==> src/rtl/serial_subtractor.sv <==
// Bit-serial unsigned subtractor: a - b - bin, LSB first, one full-subtractor cell per clock.
// A start/busy/done handshake issues operations; results hold until the next done or reset.
module serial_subtractor #(
  parameter int unsigned WIDTH = 8
) (
  input  logic             clk,
  input  logic             rst,
  input  logic             start,
  input  logic [WIDTH-1:0] a,
  input  logic [WIDTH-1:0] b,
  input  logic             bin,
  output logic             busy,
  output logic             done,
  output logic [WIDTH-1:0] diff,
  output logic             bout,
  output logic             zero
);

  localparam int unsigned CW = $clog2(WIDTH + 1);
  localparam logic [CW-1:0] LastCnt = CW'(WIDTH - 1);

  typedef enum logic [1:0] {StIdle, StShift, StDone} state_e;

  state_e           state_q, state_d;
  logic [WIDTH-1:0] a_q, a_d, b_q, b_d, res_q, res_d;
  logic [WIDTH-1:0] diff_q, diff_d;
  logic             br_q, br_d, bout_q, bout_d, zero_q, zero_d;
  logic [CW-1:0]    cnt_q, cnt_d;

  logic             x, y, d_bit, br_next;
  logic [WIDTH-1:0] res_shift;

  assign x         = a_q[0];
  assign y         = b_q[0];
  assign d_bit     = x ^ y ^ br_q;
  assign br_next   = (~x & y) | (~(x ^ y) & br_q);
  assign res_shift = {d_bit, res_q[WIDTH-1:1]};

  always_comb begin
    state_d = state_q;
    a_d     = a_q;
    b_d     = b_q;
    res_d   = res_q;
    br_d    = br_q;
    cnt_d   = cnt_q;
    diff_d  = diff_q;
    bout_d  = bout_q;
    zero_d  = zero_q;
    unique case (state_q)
      StIdle: begin
        if (start) begin
          a_d     = a;
          b_d     = b;
          br_d    = bin;
          cnt_d   = '0;
          state_d = StShift;
        end
      end
      StShift: begin
        a_d   = a_q >> 1;
        b_d   = b_q >> 1;
        res_d = res_shift;
        br_d  = br_next;
        cnt_d = cnt_q + CW'(1);
        // Publish on the edge entering DONE so partial results are never visible.
        if (cnt_q == LastCnt) begin
          diff_d  = res_shift;
          bout_d  = br_next;
          zero_d  = (res_shift == '0);
          state_d = StDone;
        end
      end
      StDone:  state_d = StIdle;
      default: state_d = StIdle;
    endcase
  end

  always_ff @(posedge clk) begin
    if (rst) begin
      state_q <= StIdle;
      a_q     <= '0;
      b_q     <= '0;
      res_q   <= '0;
      br_q    <= 1'b0;
      cnt_q   <= '0;
      diff_q  <= '0;
      bout_q  <= 1'b0;
      zero_q  <= 1'b0;
    end else begin
      state_q <= state_d;
      a_q     <= a_d;
      b_q     <= b_d;
      res_q   <= res_d;
      br_q    <= br_d;
      cnt_q   <= cnt_d;
      diff_q  <= diff_d;
      bout_q  <= bout_d;
      zero_q  <= zero_d;
    end
  end

  assign busy = (state_q == StShift);
  assign done = (state_q == StDone);
  assign diff = diff_q;
  assign bout = bout_q;
  assign zero = zero_q;

endmodule

==> config.mk <==
export PLATFORM = sky130hd
export DESIGN_NAME = serial_subtractor
export DESIGN_NICKNAME = d
export VERILOG_FILES = /design/src/rtl/serial_subtractor.sv
export SDC_FILE = /design/constraint.sdc
export NUM_CORES = 1
export LEC_CHECK = 0
export CAP_MARGIN = 20
export CORE_ASPECT_RATIO = 0.9
export CORE_MARGIN = 1.5
export CORE_UTILIZATION = 41
export CTS_BUF_LIST = sky130_fd_sc_hd__clkbuf_4 sky130_fd_sc_hd__clkbuf_8
export CTS_CLUSTER_SIZE = 40
export DETAILED_ROUTE_END_ITERATION = 8
export PLACE_DENSITY = 0.66
export SLEW_MARGIN = 10
export SYNTH_ARGS = -nofsm -noshare
export SYNTH_HDL_FRONTEND = slang
export SYNTH_SLANG_ARGS = --single-unit
==> constraint.sdc <==
create_clock -name clk -period 3.4 [get_ports clk]
set_clock_uncertainty 0.15 [all_clocks]
set_input_delay 0.34 -clock clk [delete_from_list [all_inputs] [get_ports clk]]
set_output_delay 0.34 -clock clk [all_outputs]
set_load 0.02 [all_outputs]
Word level (Yosys, flattened, before mapping)

Index checks and enable logic that the tools add are counted.

Order comparisons: 0
Reductions and logical operators: 6
Divide/modulo/power cells: 0
Multipliers: 0
Equal/unequal tests: 5
$add $sub $neg: 1
Muxes and demuxes: 11
Bitwise gates (word level): 7
Shift operators: 0

Operators with widths:

| cell                | count |
|---|---|
| $pmux 8 s2          | 2 |
| $mux 8              | 2 |
| $logic_not 8->1     | 1 |
| $pmux 4 s2          | 1 |
| $reduce_and 2->1    | 3 |
| $add 4x1->4 const B | 1 |
| $eq 4x3->1 const B  | 1 |
| $mux 2              | 2 |
| $mux 4              | 1 |
| $pmux 2 s2          | 1 |
| $and 1x1->1         | 2 |
| $eq 2x1->1 const B  | 1 |
| $eq 2x2->1 const B  | 1 |
| $logic_not 2->1     | 1 |
| $ne 2x1->1 const B  | 1 |
| $ne 2x2->1 const B  | 1 |
| $not 1->1           | 2 |
| $pmux 1 s2          | 1 |
| $reduce_bool 2->1   | 1 |
| $xor 1x1->1         | 2 |
| $mux 1              | 1 |
| $or 1x1->1          | 1 |

Input bits: 20
Memories kept: 0
Latch bits: 0
Logic and storage cells: 39
Output and inout bits: 12
RAM bits: 0
Bits in registers: 41
Memory bits (read-only): 0

Longest topological paths before layout

Depth in word-level cells: 5
Mapped depth: 6
Mapped depth without buffers: 5

Least setup slack after synthesis

OpenSTA, ideal clock, no wires.

Path kind: flip-flop to output port
From: register state_q[1]
To: output port done
Cell stages (with the launch flop): 5
Arrival: 1.127 ns
Buffers on the path: 3
Slack: 1.783 ns
Required time: 2.910 ns
Cell sequence: dfxtp_1 -> buf_6 -> buf_2 -> buf_2 -> nor2b_1

Longest elaborated chain between the ends: 1

RTL lines:

| what                   | RTL line | RTL |
|---|---|---|
| from (decl)            | 24       | `state_e state_q, state_d;` |
| from (signal assigned) | 80       | `state_q <= StIdle;` |
| from (signal assigned) | 90       | `state_q <= state_d;` |
| $eq 2x2->1             | 103      | `assign done = (state_q == StDone);` |
| to (decl)              | 13       | `output logic done,` |

Every way passes these cells.

Worst setup path in the final report

From: register state_q[1]
To: output port busy

Longest elaborated chain between the ends: 1

RTL lines:

| what       | RTL line | RTL |
|---|---|---|
| $eq 2x1->1 | 102      | `assign busy = (state_q == StShift);` |
| to (decl)  | 12       | `output logic busy,` |

Every way passes these cells.

==> results.md <==
STA:
- The actual transition at the worst max-transition pin is 0.596 ns.
- The post-route minimum period is 2.46 ns.
- For the final routed database, the setup TNS stands at 0 ns.
- Setup violations remaining at the end of the flow were counted as 0.
- Setup repair after global routing left no endpoint under its margin.
- The final hold violation count is 0.
- The normalized max-slew margin is 60.1%.
- The final number of max-transition violations is 0.
- The timing-limited maximum frequency is 0.407 GHz.
- Dividing the final minimum period by the clock period gives 72.2%.
- The hold slack is 0.328 ns.

Synthesis:
- The share of synthesized area in the top cell type comes to 43.1%.
- The fraction of the yosys area taken by sequential cells is 43.1%.
- The synthesized area per cell is 7.98 µm².
- Among all flip-flop cells after synthesis, the most frequent one is dfxtp_1.
- The post-synthesis register bit count is 40.
- The number of cells produced by synthesis is 233.
- For this run, the number of Yosys warnings is 0.
- For this run, asynchronously set or reset flops after synthesis account for 0%.
- After synthesis, the cell types taking the most area are dfxtp_1 (43%), a21oi_1 (13%), o221a_2 (7.9%), nor2_1 (5.9%), nand2_1 (3.6%).
- The post-synthesis instance area is 1860 µm².
- The cell taking the most area after synthesis is dfxtp_1.
- The number of different library cells used by synthesis comes to 36.
- The post-synthesis net count is 255.
- The count of flip-flops with a built-in enable after synthesis is 0.

Cells and area:
- Cells with a size suffix above 1 make up 10.9% of the layout.
- The finished layout holds 319 standard cells, fillers aside.
- In the layout the commonest cells are a21oi_1 (47), dfxtp_1 (40), clkdlybuf4s50_1 (31), nor2_1 (29), nand2_1 (18).
- Fill cells in the final layout number 454.
- At the end of the flow, the number of nets in the layout was 278.
- Cells fill 51.6% of the core in the end.
- From synthesis to final layout, the design area changed by 22.1%.
- 0 antenna diodes ended up in the layout.
- The total area of multi-input combinational cells is 900 µm².
- The library cell used most frequently in the layout, excluding fill and tap cells, is a21oi_1.
- The storage element area is 801 µm².

Placement:
- At the end of routability-driven placement, the weighted congestion stood at 0.774.
- In this run, placement finished with an instance count of 311.
- The count of buffers added on input and output ports is 31.
- The HPWL after detailed placement is 2580 µm.

Setup path:
- The worst setup path is captured at an output port.
- The setup path with the least slack is of type reg -> out.
- The largest individual stage delay along the critical path comes from the cell clkdlybuf4s50_1.
- At the worst endpoint, the arrival time is 1.97 ns.
- In this run the worst path has a maximum fanout of 33.
- STA puts the critical path data required time at 2.91 ns.
- The worst reg-to-reg path cell count is 4.
- The launching element type of the critical path is a flop.
- For this run, the slowest stage of the critical path takes 0.67 ns.
- Walking the worst path, the cells encountered are nand2b_4, inv_2, clkdlybuf4s50_1.

Clocking:
- The number of setup buffers added after CTS is 0.
- The number of levels the H-tree was split into is 2.
- Gates resized during post-CTS repair numbered 0.
- Clock tree synthesis found a total of 40 sinks.
- Hold repair after CTS inserted 0 buffers.
- TritonCTS built the clock tree.
- The cell sitting at the root of the clock tree is a clkbuf_8.
- Clock-pin slew was measured on the worst setup and hold paths at 0.08 ns.
- Counting the buffers created by CTS gives 5.
- The latest clock arrival within the worst-skew pair is 0.30 ns.
- The clock passes through at most 2 buffers.

Drt:
- For this block, the routed nets add up to 4100 µm of wire.
- Detailed routing inserted a total of 1,662 vias.
- In the routed layout, each cell is associated on average with a via count of 5.21.
- The first routing iteration left 118 violations.
- The detailed-router iteration count before antenna repair is 4.
- The average detailed-routed wire length per instance is 12.9 µm.
- In this run the remaining antenna-violating nets after routing total 0.
- In the routed design, unresolved DRC markers number 0.

GRT:
- The first global-routing pass estimated 6580 µm of wire.
- The busiest metal layer after global routing is met2.
- The total global routing overflow is 0.
- The number of global-route vias before repair is 1,363.
- The met1 track utilization from global routing is 24.6%.
- The overall fraction of global-route tracks in use is 17.3%.
- The met2 routing resource usage after global routing is 24.8%.
- In the global route stage, met3 resource usage came out at 4.08%.
- The initial antenna violation count came to 0.
- Entering global routing, the biggest net connects 36 pins.

Die:
- The total core area is 4400 µm².
- After floorplanning, the core was divided into 23 placement rows.
- The effective utilization at floorplan is 42.2%.
- From left edge to right edge, the die measures 74.0 µm.
- The overall die height is 66.9 µm.
- The die covers 4950 µm².
- 32 I/O pins were placed.

Power:
- For this design the static power due to leakage is 0.834 nW.
- In this run the power density over the cells is 423 nW/µm².
- The largest voltage drop on the vdd net is 0.000240 V.

Flow run:
- The number of max-capacitance violations reported is 0.

Min path:
- The number of cells traversed by the worst hold path is 2.
- The worst hold path belongs to the class reg -> reg.

Outcome:
- The run finished with clean final reports.
-- stage by stage --
step	setup WS [ns]	power (mW)	area, µm²
3_3_place_gp	1.22	0.642	2180
4_1_cts	0.938	0.969	2270
6_report	0.945	0.961	2270
5_1_grt	0.857	1.00	2270
3_5_place_dp	1.20	0.642	2180
2_1_floorplan	1.78	0.600	1860
-- flip-flops by register name, summed over array words and instances, names as in the netlist --
name	count
a_q	8
b_q	8
bout	1
br_q	1
cnt_q	4
diff	8
res_q	7
state_q	2
zero	1
-- metal layers --
| layer | share of wire (%) | routed length [µm] |
|---|---|---|
| met3 | 4.5 | 186 |
| met1 | 52 | 2130 |
| met4 | 1.4 | 57 |
| met5 | 0 | 0 |
| met2 | 42 | 1730 |
-- logic make-up after synthesis --
logic type	synth area share, %
AO/OA/AOI/OAI	27.6
adder cells (fa/ha/maj)	1.75
multiplexers	0.538
buffers and inverters	8.55
AND/OR/NAND/NOR	18.5
flip-flops	43.1
-- synthesized netlist by cell type, types with 2 or more instances --
cell       n
a21oi_1   47
dfxtp_1   40
nor2_1    29
nand2_1   18
inv_1     15
buf_2     13
o221a_2   13
nand3_1   10
o21ai_0   10
nor2b_1    6
o22ai_1    4
clkbuf_1   3
nor4_1     2
-- critical path, delay by kind of cell (launching register included) --
family                 cells  cell delay (ns)
buffers and inverters      2             1.03
and+or+nand+nor            1             0.30
DFF                        1             0.32
-- report_power, final --
part           switching, mW  internal, mW  total, mW
logic                 0.0642        0.0610      0.125
clock network          0.167         0.162      0.329
registers             0.0172         0.490      0.507
-- path summary, 6_finish.rpt --
check	startpoint	to	slack, ns
max	state_q[1]$_SDFFE_PP0P_	busy	0.94
min	diff[1]$_SDFFE_PP0P_	diff[1]$_SDFFE_PP0P_	0.33
max reg2reg	cnt_q[0]$_SDFFE_PP0P_	bout$_SDFFE_PP0P_	1.72
min reg2reg	diff[1]$_SDFFE_PP0P_	diff[1]$_SDFFE_PP0P_	0.33
-- cell type report --
class	instances	share of cell area [%]
Inverter	16	2.64
Clock inverter	2	0.441
Timing Repair Buffer	35	15.0
Tap cell	62	3.42
Clock buffer	6	3.64
Multi-Input combinational cell	158	39.6
Sequential cell	40	35.3
(Power assumes the default switching activity.)
